==> src/rtl/multu_unit.sv <==
// multu_unit: 32-iteration shift-add unsigned multiplier with HI/LO.
// Sits beside the ALU; rd_data feeds the MFHI/MFLO result path.
module multu_unit #(
  parameter int unsigned WIDTH = 32,
  parameter logic [5:0] FUNCT_MULTU = 6'b011001,
  parameter logic [5:0] FUNCT_MFHI = 6'b010000,
  parameter logic [5:0] FUNCT_MFLO = 6'b010010
) (
  input  logic             clk,
  input  logic             rst_n,
  input  logic [WIDTH-1:0] dataA,
  input  logic [WIDTH-1:0] dataB,
  input  logic [5:0]       funct,
  input  logic             start,
  output logic             busy,
  output logic             done,
  output logic [WIDTH-1:0] hi,
  output logic [WIDTH-1:0] lo,
  output logic [WIDTH-1:0] rd_data
);

  localparam int unsigned CW = $clog2(WIDTH);
  localparam int unsigned PW = 2 * WIDTH;

  typedef enum logic [1:0] {
    S_IDLE = 2'd0,
    S_RUN  = 2'd1,
    S_DONE = 2'd2
  } state_t;

  state_t r_state;
  state_t w_next;

  logic [PW-1:0]    r_mcand;
  logic [WIDTH-1:0] r_mplier;
  logic [PW-1:0]    r_prod;
  logic [CW-1:0]    r_cnt;
  logic [WIDTH-1:0] r_hi;
  logic [WIDTH-1:0] r_lo;

  logic          w_start;
  logic          w_load;
  logic          w_run;
  logic          w_last;
  logic [PW-1:0] w_addend;
  logic [PW-1:0] w_sum;
  logic          w_sel_hi;
  logic          w_sel_lo;

  assign w_start  = start && (funct == FUNCT_MULTU);
  assign w_load   = (r_state == S_IDLE) && w_start;
  assign w_run    = (r_state == S_RUN);
  assign w_last   = (r_cnt == CW'(WIDTH - 1));
  assign w_addend = r_mplier[0] ? r_mcand : '0;
  // Top bits of mcand are zero at load, so the sum never overflows.
  assign w_sum    = r_prod + w_addend;

  // State register
  always_ff @(posedge clk or negedge rst_n) begin
    if (!rst_n) begin
      r_state <= S_IDLE;
    end else begin
      r_state <= w_next;
    end
  end

  // Next-state: start is only honoured from IDLE
  always_comb begin
    w_next = r_state;
    unique case (r_state)
      S_IDLE: if (w_start) w_next = S_RUN;
      S_RUN:  if (w_last) w_next = S_DONE;
      S_DONE: w_next = S_IDLE;
      default: w_next = S_IDLE;
    endcase
  end

  // Status outputs decoded from registered state only
  always_comb begin
    busy = 1'b0;
    done = 1'b0;
    unique case (r_state)
      S_RUN:  busy = 1'b1;
      S_DONE: begin
        busy = 1'b1;
        done = 1'b1;
      end
      default: begin
        busy = 1'b0;
        done = 1'b0;
      end
    endcase
  end

  // Shift-add datapath: load operands, then one iteration per RUN edge
  always_ff @(posedge clk or negedge rst_n) begin
    if (!rst_n) begin
      r_mcand  <= '0;
      r_mplier <= '0;
      r_prod   <= '0;
      r_cnt    <= '0;
    end else begin
      unique case (1'b1)
        w_load: begin
          r_mcand  <= {{WIDTH{1'b0}}, dataA};
          r_mplier <= dataB;
          r_prod   <= '0;
          r_cnt    <= '0;
        end
        w_run: begin
          r_prod   <= w_sum;
          r_mcand  <= r_mcand << 1;
          r_mplier <= r_mplier >> 1;
          r_cnt    <= r_cnt + CW'(1);
        end
        default: begin
        end
      endcase
    end
  end

  // HI/LO take the final sum, including the last add, on the exit edge
  always_ff @(posedge clk or negedge rst_n) begin
    if (!rst_n) begin
      r_hi <= '0;
      r_lo <= '0;
    end else if (w_run && w_last) begin
      r_hi <= w_sum[PW-1:WIDTH];
      r_lo <= w_sum[WIDTH-1:0];
    end
  end

  assign hi = r_hi;
  assign lo = r_lo;

  assign w_sel_hi = (funct == FUNCT_MFHI);
  assign w_sel_lo = (funct == FUNCT_MFLO);

  // MFHI/MFLO read port, zero for any other funct
  always_comb begin
    rd_data = '0;
    unique case (1'b1)
      w_sel_hi: rd_data = r_hi;
      w_sel_lo: rd_data = r_lo;
      default:  rd_data = '0;
    endcase
  end

endmodule

==> config.mk <==
export PLATFORM = sky130hd
export DESIGN_NAME = multu_unit
export DESIGN_NICKNAME = d
export VERILOG_FILES = /design/src/rtl/multu_unit.sv
export SDC_FILE = /design/constraint.sdc
export NUM_CORES = 1
export LEC_CHECK = 0
export BUFFER_PORTS_ARGS = -buffer_cell sky130_fd_sc_hd__buf_2
export CAP_MARGIN = 20
export CORE_ASPECT_RATIO = 1.5
export CORE_MARGIN = 8
export CORE_UTILIZATION = 40
export CTS_CLUSTER_DIAMETER = 200
export DETAILED_ROUTE_END_ITERATION = 16
export PLACE_DENSITY = 0.68
export RECOVER_POWER = 25
export REMOVE_ABC_BUFFERS = 1
export SLEW_MARGIN = 20
export SYNTH_ARGS = -nofsm -noshare
export SYNTH_HDL_FRONTEND = slang
export SYNTH_SLANG_ARGS = --single-unit
==> constraint.sdc <==
create_clock -name clk -period 3.9 [get_ports clk]
set_clock_uncertainty 0.15 [all_clocks]
set_input_delay 0.39 -clock clk [delete_from_list [all_inputs] [get_ports clk]]
set_output_delay 0.39 -clock clk [all_outputs]
set_load 0.02 [all_outputs]
==> results of run 1 <==
==> layer usage <==
metal	part of all wire (%)	vias to the layer above
met2	54	283
met1	39	6050
met4	3.9	0
met3	3.5	102
li1	-	5966
met5	0	-
==> repair_timing <==
item                                    4_1_cts  5_1_grt
endpoints found under the setup margin        0       15
resized for setup                             0        5
endpoints found under the hold margin       138        0
hold buffers                                 55        0
buffers inserted                              0        1
==> layout make-up <==
type | instances | share of cell area, %
clock buffers | 30 | 3.92
clock inverters | 16 | 0.952
inverters | 23 | 0.502
multi-input cells | 1227 | 46.4
flip-flops and latches | 231 | 33.6
well taps | 473 | 3.44
repair buffers | 286 | 11.2
==> critical path, stage by stage (launching register included) <==
cell and delay [ns]:
dfrtp_2 0.46, and2_1 0.16, ha_1 0.20, fa_1 0.44, a211oi_2 0.30, o21ai_2 0.16
a211oi_4 0.38, o41ai_4 0.14, a21o_1 0.23, a2111oi_4 0.34, buf_4 0.20, o41ai_2 0.07
xor2_1 0.16, mux2_2 0.28
==> worst min path at each step <==
stage,from,endpoint,slack (ns),cells past startpoint
after floorplan,rst_n,hi[0]$_DFFE_PN0P_,-0.06,0
after global placement,rst_n,hi[22]$_DFFE_PN0P_,0.31,1
after detailed placement,rst_n,hi[22]$_DFFE_PN0P_,0.31,1
after CTS,dataA[11],r_mcand[11]$_DFFE_PN0P_,0.001,3
after global routing,dataA[31],r_mcand[31]$_DFFE_PN0P_,0.009,3
final,dataB[28],r_mplier[28]$_DFFE_PN0P_,-0.003,3
==> cell families after synthesis <==
family / synth area share, %
AOI/OAI and AO/OA: 18.0
xor gates and xnor gates: 3.87
adders and majority gates: 6.13
buffers and inverters: 3.34
DFF: 40.7
muxes: 10.9
and+or+nand+nor: 17.1
==> placed cells by master (no fill, tap or decap), types with 23 or more instances in the layout <==
cell type      count
dlygate4sd3_1     55
and2_1            65
o21ai_0          174
nand2_1          301
dfrtp_1          230
a21oi_1           85
buf_2            169
buf_4             55
xnor2_1           39
mux2_2            51
ha_1              67
clkbuf_16         25
a22o_1            30
mux2i_1           97
inv_1             23
nor2_1            85
a21o_1            24
==> power by group through the flow <==
| stage | logic (W) | clock network, W | registers (W) |
|---|---|---|---|
| after floorplan | 0.00416 | 0 | 0.00447 |
| final | 0.00663 | 0.00246 | 0.00441 |
| after global placement | 0.00646 | 0 | 0.00440 |
| after global routing | 0.00734 | 0.00259 | 0.00454 |
| after detailed placement | 0.00659 | 0 | 0.00443 |
| after CTS | 0.00665 | 0.00251 | 0.00441 |
==> state kept, by name, summed over array words and instances (netlist names) <==
register and flops:
r_state 2, r_prod 64, r_mplier 32, r_cnt 5
r_mcand 64, hi 32, lo 32
==> through the flow <==
step                      TNS [ns]  hold WS [ns]  setup WS, ns  power [W]  utilization [%]
after global placement           0         0.306         0.150     0.0109             45.2
after detailed placement         0         0.311        0.0624     0.0110             45.2
after CTS                        0       0.00149        0.0509     0.0136             49.1
after global routing       -0.0258       0.00879       -0.0258     0.0145             49.2
after floorplan            -566.62       -0.0556         -3.61    0.00864                -
final                            0      -0.00306         0.115     0.0135             49.2
==> metrics.csv, run 1 <==
stage,metric,value,unit
power,sequential power share,32.7,%
route,DR pass1 iterations,5,
grt,met2 usage,40.7,%
setup_path,Worst Setup EP,hi[28]$_DFFE_PN0P_,
clocking,clk_lat worst skew,0.57,ns
power,P_int,0.00744,W
logic_synthesis,Syn Inst Count,1576,
place,# port buffers,170,
logic_synthesis,top-count cell post-synth,nand2_1,
sta,fmax,264,MHz
setup_path,Worst setup SP type,flip-flop,
sta,Slew HR,-63.9,%
sta,final hold vios,1,
grt,layer carrying the most global-route usage,met2,
setup_path,crit path launch,r_mplier[0]$_DFFE_PN0P_,
status,status,finished with violations,
route,Routed Antenna Nets,0,
logic_synthesis,Yosys reg bits,231,
grt,met1 GRT Util,24.1,%
setup_path,R2R Setup Slk,0.11,ns
setup_path,arrival time worst endpoint,4.08,ns
logic_synthesis,"area leader, netlist",dfrtp_1,
sta,Final Max Slew Viols,89,
power,combinational share of power,49.1,%
power,Clock power frac,18.2,%
cells_and_area,Area Overhead vs Synth,21.2,%
grt,GRT overflow,0,
clocking,CTS tree,done,
cells_and_area,FF+latch area,0.00578,mm2
place,HPWL after DPL,33800,um
logic_synthesis,"EDFF count, synth",0,
cells_and_area,multi-input logic area,0.00799,mm2
logic_synthesis,synth cell count leaders,"302 x nand2_1, 231 x dfrtp_1, 174 x o21ai_0",
route,total number of vias,12401,
place,Area after DPL,0.0158,mm2
sta,final worst path period need,3.79,ns
status,failing checks,"hold timing, capacitance limit, slew limit",
setup_path,Critical Path End Type,flip-flop,
cells_and_area,n_diodes,0,
grt,met3 usage,2.36,%
run,Max-Cap Viols,1,
logic_synthesis,Main synth FF type,dfrtp_1,
route,Via density,5.42,
route,routed length per instance,19.9,um
logic_synthesis,Syn. warnings,0,
route,WL final,45500,um
sta,Tcrit/Tclk final,97.1,%
die,initial core utilization,40.6,%
setup_path,R2R cell count,13,
cells_and_area,final instance area,0.0172,mm2
setup_path,crit-path max FO,7,
clocking,clk buf depth,3,
grt,global-route total usage across every layer,21.6,%
setup_path,CP Class,reg2reg,
die,die outline width,170,um
die,I/O Pins,171,
min_path,worst hold path class,in2reg,
sta,Final Setup Violations,0,
cells_and_area,Nets,1936,
sta,Worst Tran Pin Value,2.46,ns
setup_path,required time worst endpoint,4.20,ns
logic_synthesis,Mean Syn Cell Area,9.01,um2
logic_synthesis,"Cell Area, Synth",0.0142,mm2
logic_synthesis,top cell type's share of synthesized area,40.7,%
sta,Min Hold Slack,-0.00306,ns
logic_synthesis,ranking of synthesized cells by area,"dfrtp_1 41%, nand2_1 8.0%, mux2i_1 6.8%, o21ai_0 6.1%, ha_1 6.0%",
clocking,CTS Buf Count,25,
cells_and_area,layout cell share with drive strength beyond 1,19.6,%
route,DRT iter0 DRCs,714,
place,GP Congestion,0.949,
power,Power Dens Cells,784,mW/mm2
cells_and_area,number of fill cells in the layout,3309,
clocking,CTS Root Cell,clkbuf_16,
route,Post-route DRC,0,
die,Core Rows,84,
clocking,Worst-path clk slew,0.06,ns
die,DIE AREA,0.0419,mm2
die,Die Ht,247,um
logic_synthesis,"Seq/Total Area, Yosys",40.7,%
logic_synthesis,ys async rst share,100,%
power,static leakage,8.31,nW
setup_path,r2r startpoint,r_mplier[0]$_DFFE_PN0P_,
grt,first-pass GRT wire length,72200,um
power,switching part of the total,44.9,%
power,Switch Pwr,0.00606,W
die,Core Area,0.0350,mm2
logic_synthesis,Netlist cell types,70,
clocking,H-tree Lvls,1,
power,Peak VDD IR,409,uV
clocking,Sink Count,231,
cells_and_area,Finished Layout Cells,2286,
setup_path,Reg2Reg Capture Point,hi[28]$_DFFE_PN0P_,
grt,initial antenna violation count,1,
grt,largest net degree at the start of global routing,157,
place,Post-Place Cells,2184,
grt,vias in the first global route,13120,
(Power assumes the default switching activity.)
==> inputs of run 2 (changes only) <==
--- a/config.mk
+++ b/config.mk
@@ -6,8 +6,8 @@
 export NUM_CORES = 1
 export LEC_CHECK = 0
 export BUFFER_PORTS_ARGS = -buffer_cell sky130_fd_sc_hd__buf_2
-export CAP_MARGIN = 20
-export CORE_ASPECT_RATIO = 1.5
+export CAP_MARGIN = 25
+export CORE_ASPECT_RATIO = 0.6
 export CORE_MARGIN = 8
 export CORE_UTILIZATION = 40
 export CTS_CLUSTER_DIAMETER = 200
==> run 2 against run 1 <==
The run now ends clean. Clock-buffer cell count grew 2. Combinational power is 6.3% higher. Clock power increased by 2%. Non-clock buffer count up 37. Flip-flop and latch count is the same. Worst hold slack gained 0.016 ns. Final cell count is 1.2% higher. Register-to-register slack lost 0.04 ns. Global-route usage rose by 0.35 points.
==> metrics.csv, run 2 (synthesis gave the netlist of run 1 again) <==
stage,metric,value,unit,change
status,status,completed,,was finished with violations
setup_path,max incr delay on CP,0.78,ns,was 0.46 ns
power,Clock power frac,18.0,%,was 18.2%
route,DRT iter0 DRCs,1150,,was 714
sta,final hold vios,0,,was 1
cells_and_area,layout cell share with drive strength beyond 1,21.1,%,was 19.6%
min_path,min-delay src,dataB[27],,was dataB[28]
power,switching part of the total,44.5,%,was 44.9%
route,DR pass1 iterations,5,,unchanged
setup_path,crit-path max FO,18,,was 7
setup_path,crit path launch,r_mplier[0]$_DFFE_PN0P_,,unchanged
grt,GRT overflow,0,,unchanged
power,combinational share of power,50.5,%,was 49.1%
clocking,clk_lat worst skew,0.55,ns,was 0.57 ns
sta,Final Setup Violations,0,,unchanged
run,Max-Cap Viols,0,,was 1
die,Core Area,0.0350,mm2,about the same
setup_path,required time worst endpoint,4.17,ns,was 4.20 ns
clocking,CTS Root Cell,clkbuf_16,,unchanged
place,# port buffers,170,,unchanged
die,Die Ht,162,um,was 247 um
sta,fmax,262,MHz,was 264 MHz
grt,initial antenna violation count,0,,was 1
die,I/O Pins,171,,unchanged
cells_and_area,Top Registers,"r_mcand x64, r_prod x64",,unchanged
place,HPWL after DPL,34900,um,was 33800 um
clocking,Sink Count,231,,unchanged
die,die outline width,259,um,was 170 um
min_path,WHS Path Cells,3,,unchanged
clocking,CTS tree,done,,unchanged
clocking,CTS Buf Count,24,,was 25
setup_path,crit-path cells,buf_4 -> and2_1 -> ha_1 -> a21o_1 -> or3_1 -> o21ai_0 -> o31ai_1 -> nand2_1 -> o311ai_4 -> a21oi_1 -> xnor2_1 -> mux2_2,,was and2_1 -> ha_1 -> fa_1 -> a211oi_2 -> o21ai_2 -> a211oi_4 -> o41ai_4 -> a21o_1 -> a2111oi_4 -> buf_4 -> o41ai_2 -> xor2_1 -> mux2_2
min_path,worst hold path class,in2reg,,unchanged
place,GP Congestion,0.995,,was 0.949
die,Core Rows,53,,was 84
cells_and_area,"most common cell after layout, fill and taps aside",nand2_1,,unchanged
setup_path,Worst setup SP type,flip-flop,,unchanged
clocking,Worst-path clk slew,0.07,ns,was 0.06 ns
cells_and_area,final core occ,49.9,%,was 49.2%
die,DIE AREA,0.0420,mm2,was 0.0419 mm2
clocking,H-tree Lvls,1,,unchanged
setup_path,Critical Path End Type,flip-flop,,unchanged
power,static leakage,8.48,nW,was 8.31 nW
route,Via density,5.44,,was 5.42
route,WL final,46800,um,was 45500 um
setup_path,arrival time worst endpoint,4.09,ns,was 4.08 ns
power,Power Dens Cells,798,mW/mm2,was 784 mW/mm2
cells_and_area,number of fill cells in the layout,3309,,unchanged
grt,first-pass GRT wire length,73700,um,was 72200 um
power,Peak VDD IR,895,uV,was 409 uV
power,P_int,0.00774,W,was 0.00744 W
route,Post-route DRC,0,,unchanged
sta,Tcrit/Tclk final,98.0,%,was 97.1%
setup_path,CP Class,reg2reg,,unchanged
setup_path,r2r startpoint,r_mplier[0]$_DFFE_PN0P_,,unchanged
sta,Worst Tran Pin Value,1.47,ns,was 2.46 ns
setup_path,CP top delay family,compound AO/OA/AOI/OAI gates,,unchanged
sta,RSZ-0062 raised after global routing,false,,
cells_and_area,Nets,1972,,was 1936
route,Routed Antenna Nets,0,,unchanged
grt,global-route total usage across every layer,22.0,%,was 21.6%
grt,largest net degree at the start of global routing,196,,was 157
sta,Min Hold Slack,0.0133,ns,was -0.00306 ns
cells_and_area,most frequent cells in the layout,"301 x nand2_1, 230 x dfrtp_1, 172 x o21ai_0, 167 x buf_2",,"was 301 x nand2_1, 230 x dfrtp_1, 174 x o21ai_0, 169 x buf_2, 97 x mux2i_1"
die,initial core utilization,40.5,%,was 40.6%
route,routed length per instance,20.3,um,was 19.9 um
setup_path,R2R cell count,12,,was 13
grt,vias in the first global route,12169,,was 13120
setup_path,crit path max-delay cell type,o31ai_1,,was dfrtp_2
sta,Final Max Slew Viols,0,,was 89
power,sequential power share,31.5,%,was 32.7%
route,total number of vias,12580,,was 12401
power,Switch Pwr,0.00621,W,was 0.00606 W
min_path,Hold EP,r_mplier[27]$_DFFE_PN0P_,,was r_mplier[28]$_DFFE_PN0P_
setup_path,R2R Setup Slk,0.08,ns,was 0.11 ns
setup_path,Reg2Reg Capture Point,hi[30]$_DFFE_PN0P_,,was hi[28]$_DFFE_PN0P_
cells_and_area,Area Overhead vs Synth,23.1,%,was 21.2%
sta,final worst path period need,3.82,ns,was 3.79 ns
sta,Slew HR,1.76,%,was -63.9%
cells_and_area,n_diodes,0,,unchanged
setup_path,crit path buf inv count,1,,unchanged
clocking,clk buf depth,3,,unchanged
-- run 2: changes by cell type in the layout (fill, tap and decap cells not counted), sizes merged, moves of 3 or more --
cell,previous run,this run
inv,26,23
dlygate4sd3,55,50
clkinvlp,3,0
clkbuf,32,35
buf,229,270
-- run 2: final cells by class --
class | count | area (um2) | area share, %
clock inverters | 10 | 161 | 0.923
flip-flops and latches | 231 | 5780 | 33.1
well taps | 467 | 584 | 3.34
clock buffers | 32 | 682 | 3.90
repair buffers | 323 | 2190 | 12.5
multi-input cells | 1227 | 7990 | 45.7
inverters | 23 | 86.3 | 0.494
-- run 2: power by group through the flow --
stage / combinational (W) / clock [W] / sequential (W)
6_report: 0.00705 / 0.00251 / 0.00439
5_1_grt: 0.00776 / 0.00267 / 0.00453
2_1_floorplan: 0.00416 / 0 / 0.00447
3_3_place_gp: 0.00678 / 0 / 0.00439
4_1_cts: 0.00698 / 0.00258 / 0.00438
3_5_place_dp: 0.00691 / 0 / 0.00441
-- run 2: routing by layer --
metal / part of all wire, % / vias up / track usage, %
met3: 7.9 / 46 / 4.71
met5: 0 / - / 0
met4: 1.3 / 0 / 3.27
met1: 53 / 6086 / 36.2
li1: - / 6036 / -
met2: 38 / 412 / 28.7
-- run 2: repair_timing --
| action | 4_1_cts | 5_1_grt |
|---|---|---|
| hold buffers | 50 | 0 |
| endpoints found under the setup margin | 0 | 18 |
| resized for setup | 0 | 8 |
| setup buffers | 0 | 0 |
| hold endpoints to repair | 152 | 0 |
-- run 2: how the worst max path moves through the flow --
| stage | endpoint | slack, ns | cells past startpoint |
|---|---|---|---|
| after global placement | hi[27]$_DFFE_PN0P_ | 0.09 | 13 |
| after floorplan | r_prod[35]$_DFFE_PN0P_ | -3.61 | 4 |
| after CTS | hi[30]$_DFFE_PN0P_ | 0.06 | 14 |
| final | hi[30]$_DFFE_PN0P_ | 0.08 | 12 |
| after global routing | hi[30]$_DFFE_PN0P_ | 0.003 | 14 |
| after detailed placement | hi[30]$_DFFE_PN0P_ | 0.08 | 14 |
-- run 2: tightest hold or removal path: cells and delay by family --
family	cells	cell delay, ns
AO/OA/AOI/OAI	1	0.14
buffers and inverters	1	0.07
multiplexers	1	0.05
-- run 2: per-stage QoR --
stage | setup TNS (ns) | setup slack (ns) | instances | cell area [um2] | power [W]
final | 0 | 0.0795 | 2313 | 17500 | 0.0139
after global routing | 0 | 0.00330 | 2313 | 17500 | 0.0150
after CTS | 0 | 0.0624 | 2313 | 17500 | 0.0139
after detailed placement | 0 | 0.0825 | 2221 | 16100 | 0.0113
after global placement | 0 | 0.0861 | 2221 | 16100 | 0.0112
after floorplan | -566.62 | -3.61 | 1481 | 13800 | 0.00864
